[src/rtl/sfq_alu_pipe.sv]
// Pipelined WIDTH-bit ALU: AND/XOR/ADD with operand complement, valid-tagged
// STAGES-deep result pipe, overflow flag and a carry register for multi-word arithmetic.
module sfq_alu_pipe #(
  parameter int WIDTH  = 8,
  parameter int STAGES = 4
) (
  input  logic             clk,
  input  logic             rst_n,
  input  logic             in_valid,
  input  logic [WIDTH-1:0] xin,
  input  logic [WIDTH-1:0] yin,
  input  logic             cmpl_x,
  input  logic             cmpl_y,
  input  logic             carry_in,
  input  logic             chain,
  input  logic             op_and,
  input  logic             op_xor,
  input  logic             op_arith,
  output logic             out_valid,
  output logic [WIDTH-1:0] zout,
  output logic             carry_out,
  output logic             overflow
);

  logic [WIDTH-1:0] x_op, y_op, lo_sum, z_next;
  logic [1:0]       msb_sum;
  logic             cin, c_top, co_next, ov_next;
  logic             cy_q;

  logic             v_q  [STAGES];
  logic [WIDTH-1:0] z_q  [STAGES];
  logic             co_q [STAGES];
  logic             ov_q [STAGES];

  // The add is split below the MSB so the carry into the MSB is visible for overflow.
  always_comb begin
    x_op    = xin ^ {WIDTH{cmpl_x}};
    y_op    = yin ^ {WIDTH{cmpl_y}};
    cin     = chain ? cy_q : carry_in;
    lo_sum  = {1'b0, x_op[WIDTH-2:0]} + {1'b0, y_op[WIDTH-2:0]} + WIDTH'(cin);
    msb_sum = 2'(x_op[WIDTH-1]) + 2'(y_op[WIDTH-1]) + 2'(lo_sum[WIDTH-1]);
    c_top   = msb_sum[1];
    z_next  = '0;
    if (op_and)   z_next = z_next | (x_op & y_op);
    if (op_xor)   z_next = z_next | (x_op ^ y_op);
    if (op_arith) z_next = z_next | {msb_sum[0], lo_sum[WIDTH-2:0]};
    co_next = op_arith & c_top;
    ov_next = op_arith & (c_top ^ lo_sum[WIDTH-1]);
  end

  always_ff @(posedge clk or negedge rst_n) begin
    if (!rst_n) begin
      cy_q <= 1'b0;
      for (int unsigned i = 0; i < STAGES; i++) begin
        v_q[i]  <= 1'b0;
        z_q[i]  <= '0;
        co_q[i] <= 1'b0;
        ov_q[i] <= 1'b0;
      end
    end else begin
      if (in_valid && op_arith) cy_q <= c_top;
      // Bubbles enter as all-zero so outputs need no gating at the pipe end.
      v_q[0]  <= in_valid;
      z_q[0]  <= in_valid ? z_next : '0;
      co_q[0] <= in_valid & co_next;
      ov_q[0] <= in_valid & ov_next;
      for (int unsigned i = 1; i < STAGES; i++) begin
        v_q[i]  <= v_q[i-1];
        z_q[i]  <= z_q[i-1];
        co_q[i] <= co_q[i-1];
        ov_q[i] <= ov_q[i-1];
      end
    end
  end

  assign out_valid = v_q[STAGES-1];
  assign zout      = z_q[STAGES-1];
  assign carry_out = co_q[STAGES-1];
  assign overflow  = ov_q[STAGES-1];

endmodule

[config.mk]
export PLATFORM = sky130hd
export DESIGN_NAME = sfq_alu_pipe
export DESIGN_NICKNAME = d
export VERILOG_FILES = /design/src/rtl/sfq_alu_pipe.sv
export SDC_FILE = /design/constraint.sdc
export NUM_CORES = 1
export LEC_CHECK = 0
export CAP_MARGIN = 10
export CORE_MARGIN = 4
export CORE_UTILIZATION = 46
export DETAILED_ROUTE_END_ITERATION = 6
export PLACE_DENSITY = 0.75
export SKIP_LAST_GASP = 1
export SLEW_MARGIN = 20
export SYNTH_ARGS = -nofsm -noshare
export SYNTH_HDL_FRONTEND = slang
export SYNTH_SLANG_ARGS = --single-unit
export TNS_END_PERCENT = 20
[constraint.sdc]
create_clock -name clk -period 2.2 [get_ports clk]
set_input_delay 0.66 -clock clk [delete_from_list [all_inputs] [get_ports clk]]
set_output_delay 0.66 -clock clk [all_outputs]
set_load 0.01 [all_outputs]
======== Yosys cells after proc, flatten, opt, wreduce, memory -nomap -nowiden ========
Index checks and enable logic that the tools add are counted.
cells by class
  reduce and logical (&&, ||, !) cells .... 1
  multiplexer cells ....................... 5
  bitwise logic cells ..................... 11
  $add $sub $neg .......................... 4
operator list
  kind                  count
  2-to-1 mux 8 bit      4
  XOR 8 bit             3
  OR 8 bit              2
  adder 7 x 7 -> 8 bit  1
  adder 8 x 1 -> 8 bit  1
  bitwise AND 8 bit     1
  bitwise AND 1 bit     4
  adder 1 x 1 -> 2 bit  1
  adder 2 x 1 -> 2 bit  1
  logical AND 1 bit     1
  2-to-1 mux 1 bit      1
  XOR 1 bit             1
word-level totals
  register bits ........................... 45
  output and inout port bits .............. 11

======== Logic depth before layout (Yosys ltp) ========
  word-level depth ........................ 8
  depth in mapped cells ................... 11
  mapped depth without buffers ............ 10

======== Least setup slack after synthesis ========
Ideal clock, no wire load.
  path type ............................... input to register
  start point ............................. input cmpl_x
  end point ............................... register z_q[31] (netlist name)
  cell stages on the path ................. 10
  data arrival time ....................... 2795 ps
  data required time ...................... 2070 ps
  path buffers ............................ 1
  setup slack ............................. -724 ps
  path through ............................ buf_2 > xor2_1 > inv_1 > fa_1 > nor2b_1 > o31ai_1 > a2bb2oi_1 > fa_1 > a222oi_1 > nor2b_1
between the ends
  word-level cells in the longest chain between the ends .. 8
ends and longest elaborated chain
  element                                                       line  text
  start: declaration                                            12    input logic cmpl_x,
  XOR 8 bit (*)                                                 37    x_op = xin ^ {WIDTH{cmpl_x}};
  branches (longest 5 deep; another with adder 7 x 7 -> 8 bit)  n/a
  2-to-1 mux 8 bit (*)                                          46    if (op_arith) z_next = z_next | {msb_sum[0], lo_sum[WIDTH-2:0]};
  2-to-1 mux 8 bit (*)                                          64    z_q[0] <= in_valid ? z_next : '0;
  end signal: indexed assignment                                69    z_q[i] <= z_q[i-1];
  end: declaration                                              31    logic [WIDTH-1:0] z_q [STAGES];
Mark *: on every way between the ends.
A chain may end at the register's enable or synchronous reset.

======== Worst setup path after layout ========
  start point ............................. input xin[0]
  end point ............................... register z_q[31] (netlist name)
between the ends
  word-level cells in the longest chain between the ends .. 7
ends and longest elaborated chain
  element               line  text
  start: declaration    10    input logic [WIDTH-1:0] xin,
  XOR 8 bit             37
  adder 7 x 7 -> 8 bit  40    lo_sum = {1'b0, x_op[WIDTH-2:0]} + {1'b0, y_op[WIDTH-2:0]} + WIDTH'(cin);
  adder 8 x 1 -> 8 bit  40
  adder 2 x 1 -> 2 bit  41    msb_sum = 2'(x_op[WIDTH-1]) + 2'(y_op[WIDTH-1]) + 2'(lo_sum[WIDTH-1]);
  OR 8 bit              46
  2-to-1 mux 8 bit      46
  2-to-1 mux 8 bit      64
No other way between the ends.

==> results.md <==
* Layout cells sized above 1 at 0.327
* Number of placed cells counting well taps at 243
* Htree depth at 2
* Outcome: finished, violations left
* Synth-to-layout area growth at 42.4%
* Core area at 0.00400 mm^2
* Post-route cell area at 0.00272 mm^2
* Grt total ovfl at 0
* Largest net degree at the start of global routing at 46
* Top FF cell, synth: dfrtp_1
* Actual transition at the worst max-transition pin at 516 ps
* Clock Path Buffers at 2
* Peak Freq at 408 MHz
* Initial antenna violation count at 0
* Detailed placement HPWL at 2620 um
* Async SR Flop Fraction at 1.00
* Max-Cap Viols at 0
* Maximum VDD drop at 0.401 mV
* Die area at 0.00525 mm^2
* Via Count at 1294
* Leak at 1.33 nW
* Setup TNS at -1170 ps
* Starting Density at 0.477
* Layout Cells excl Fill at 261
* Synth cell types at 35
* Fin crit share at 1.11
* DP Worst Slack at -1090 ps
* Reg area at 0.00113 mm^2
* Mapped Area at 0.00191 mm^2
* Fin crit period at 2450 ps
* R2R setup slack at 30 ps
* Seq cells post-synth at 45
* Synth Net Count at 183
* Clock transition at path regs at 80 ps
* Final net count at 247
* Final clock skew at 5.78 ps
* Power Total at 2.28 mW
* Final hold slack at 343 ps
* DRT Pass-1 Iters at 4
* Synthesized area per cell at 13.1 um^2
* WL/cell at 13.3 um
* Sink Count at 45
* Final setup margin at -252 ps
* Slew margin rel. at 0.656
* CTS tree: done
* Root buffer cell: clkbuf_8
* Slew Limit Fails at 0
* Vias in the first global route at 1422
* Initial DRC count at 84
* Drt drc at 0
* I/O pin count at 37
* Hold Buf Count CTS at 0
* DR vias/cell at 4.96
* Final Util at 0.680
* Overall Global Routing Usage at 0.145
* Setup-failing EPs final at 8
* Number of synthesized flops with an enable pin at 0
* Worst EP required at 2360 ps
* Pwr Density at 840 mW/mm^2
* Port Buffers at 36
* Setup crit end kind: flip-flop
* Detailed Route WL at 3480 um
* WP data arrival at 2620 ps
* Violated checks: negative setup slack
* Post-synthesis sequential area ratio at 0.590
* Cells after Synth at 146
* Worst hold path class: flip-flop to flip-flop
* CTS Buf Count at 5
* Gpl congestion at 0.811
* # fillers at 267
* Syn. warnings at 0
* First-pass GRT wire length at 5920 um
* RSZ-0062 raised after global routing: true
* Antenna Diode Count at 0
* Critical path class: primary input to flip-flop
* Startpoint type of the worst setup path: primary input
* Chip width at 72.4 um
* Placed inst area at 0.00245 mm^2
* Rows at 23
* Area of the multi-input gates at 757 um^2
* Max FO, Critical Path at 2
* Die H at 72.4 um
* ANT nets after route at 0
* Clk_lat worst skew at 290 ps
* Final count of hold timing violations at 0
## final cells by class
| class | count | share of cell area |
|---|---|---|
| Tap cell | 50 | 0.0230 |
| Timing Repair Buffer | 71 | 0.224 |
| Sequential cell | 45 | 0.414 |
| Inverter | 8 | 0.0110 |
| Clock inverter | 3 | 0.0239 |
| Clock buffer | 5 | 0.0253 |
| Multi-Input combinational cell | 79 | 0.278 |
## power breakdown
group	switching (mW)	internal, mW	leakage, nW
Clock	0.244	0.450	0.0681
Sequential	0.0297	0.948	0.577
Combinational	0.269	0.342	0.683
Total	0.542	1.74	1.33
## layout by cell type (no fill, tap or decap), types with 2 or more instances in the layout
cell type and instances:
a21oi_1 2, a222oi_1 4, a22o_1 4, buf_2 3, buf_4 33, buf_6 4
bufinv_16 2, clkbuf_8 5, clkdlybuf4s15_1 2, clkdlybuf4s50_1 17, dfrtp_1 45, dlygate4sd2_1 11
fa_2 3, ha_1 5, ha_2 3, inv_1 6, inv_2 2, nand2_1 7
nor2_1 3, nor2b_1 5, nor2b_4 2, o21a_1 2, o21ai_1 2, o31ai_1 2
xor2_1 12, xor2_2 4
## Yosys cell counts, drive strengths merged, types with 2 or more instances
library cell | n | area share
dfrtp | 45 | 0.59
xor2 | 16 | 0.073
buf | 11 | 0.039
ha | 8 | 0.052
inv | 8 | 0.016
nand2 | 8 | 0.016
nor2b | 7 | 0.027
a222oi | 4 | 0.021
a22o | 4 | 0.018
clkbuf | 3 | 0.0059
fa | 3 | 0.031
nor2 | 3 | 0.0059
o21ai | 3 | 0.0079
o31ai | 3 | 0.012
a21oi | 2 | 0.0052
nor4 | 2 | 0.0066
o21a | 2 | 0.0079
## registers in the layout (all words and copies together), names as in the netlist
name,cells
cy_q,1
carry_out,1
v_q,3
zout,8
overflow,1
co_q,3
ov_q,3
out_valid,1
z_q,24
## routing by layer
layer	wire length (um)	part of all wire	global-route usage	up-vias
li1	-	-	-	617
met1	1240	0.36	0.144	622
met2	1990	0.57	0.276	47
met3	206	0.059	0.0388	8
met4	48	0.014	0.0656	0
met5	0	0	0	-
## worst paths after layout
kind                            to    start  cells past startpoint
min in group asynchronous  zout[5]    rst_n                      2
hold reg to reg            co_q[1]  co_q[2]                      0
max in group asynchronous  z_q[17]    rst_n                      2
setup reg to reg           z_q[31]     cy_q                      8
hold / removal             co_q[1]  co_q[2]                      0
setup / recovery           z_q[31]   xin[0]                     10
## timing repair
action / 4_1_cts / 5_1_grt
setup endpoints to repair: 11 / 10
buffers inserted: 9 / 1
pin swaps: 25 / 8
gates resized for setup: 54 / 4
## cell families after synthesis
logic type      after synthesis  synth area share
fa+ha+maj                    11            0.0839
mux                           2            0.0111
compound gates               26             0.109
flops                        45             0.590
xor+xnor                     17            0.0780
buf+inv                      22            0.0609
simple gates                 23            0.0668
## worst max-delay path: stages
cell and delay, ps:
buf_6 90, xor2_2 180, inv_2 60, fa_2 420, nor2b_4 160, o31ai_4 70
a2bb2oi_2 200, fa_2 470, a222oi_1 220, nor2b_1 80
No activity file was read; power rests on OpenSTA's default activity.
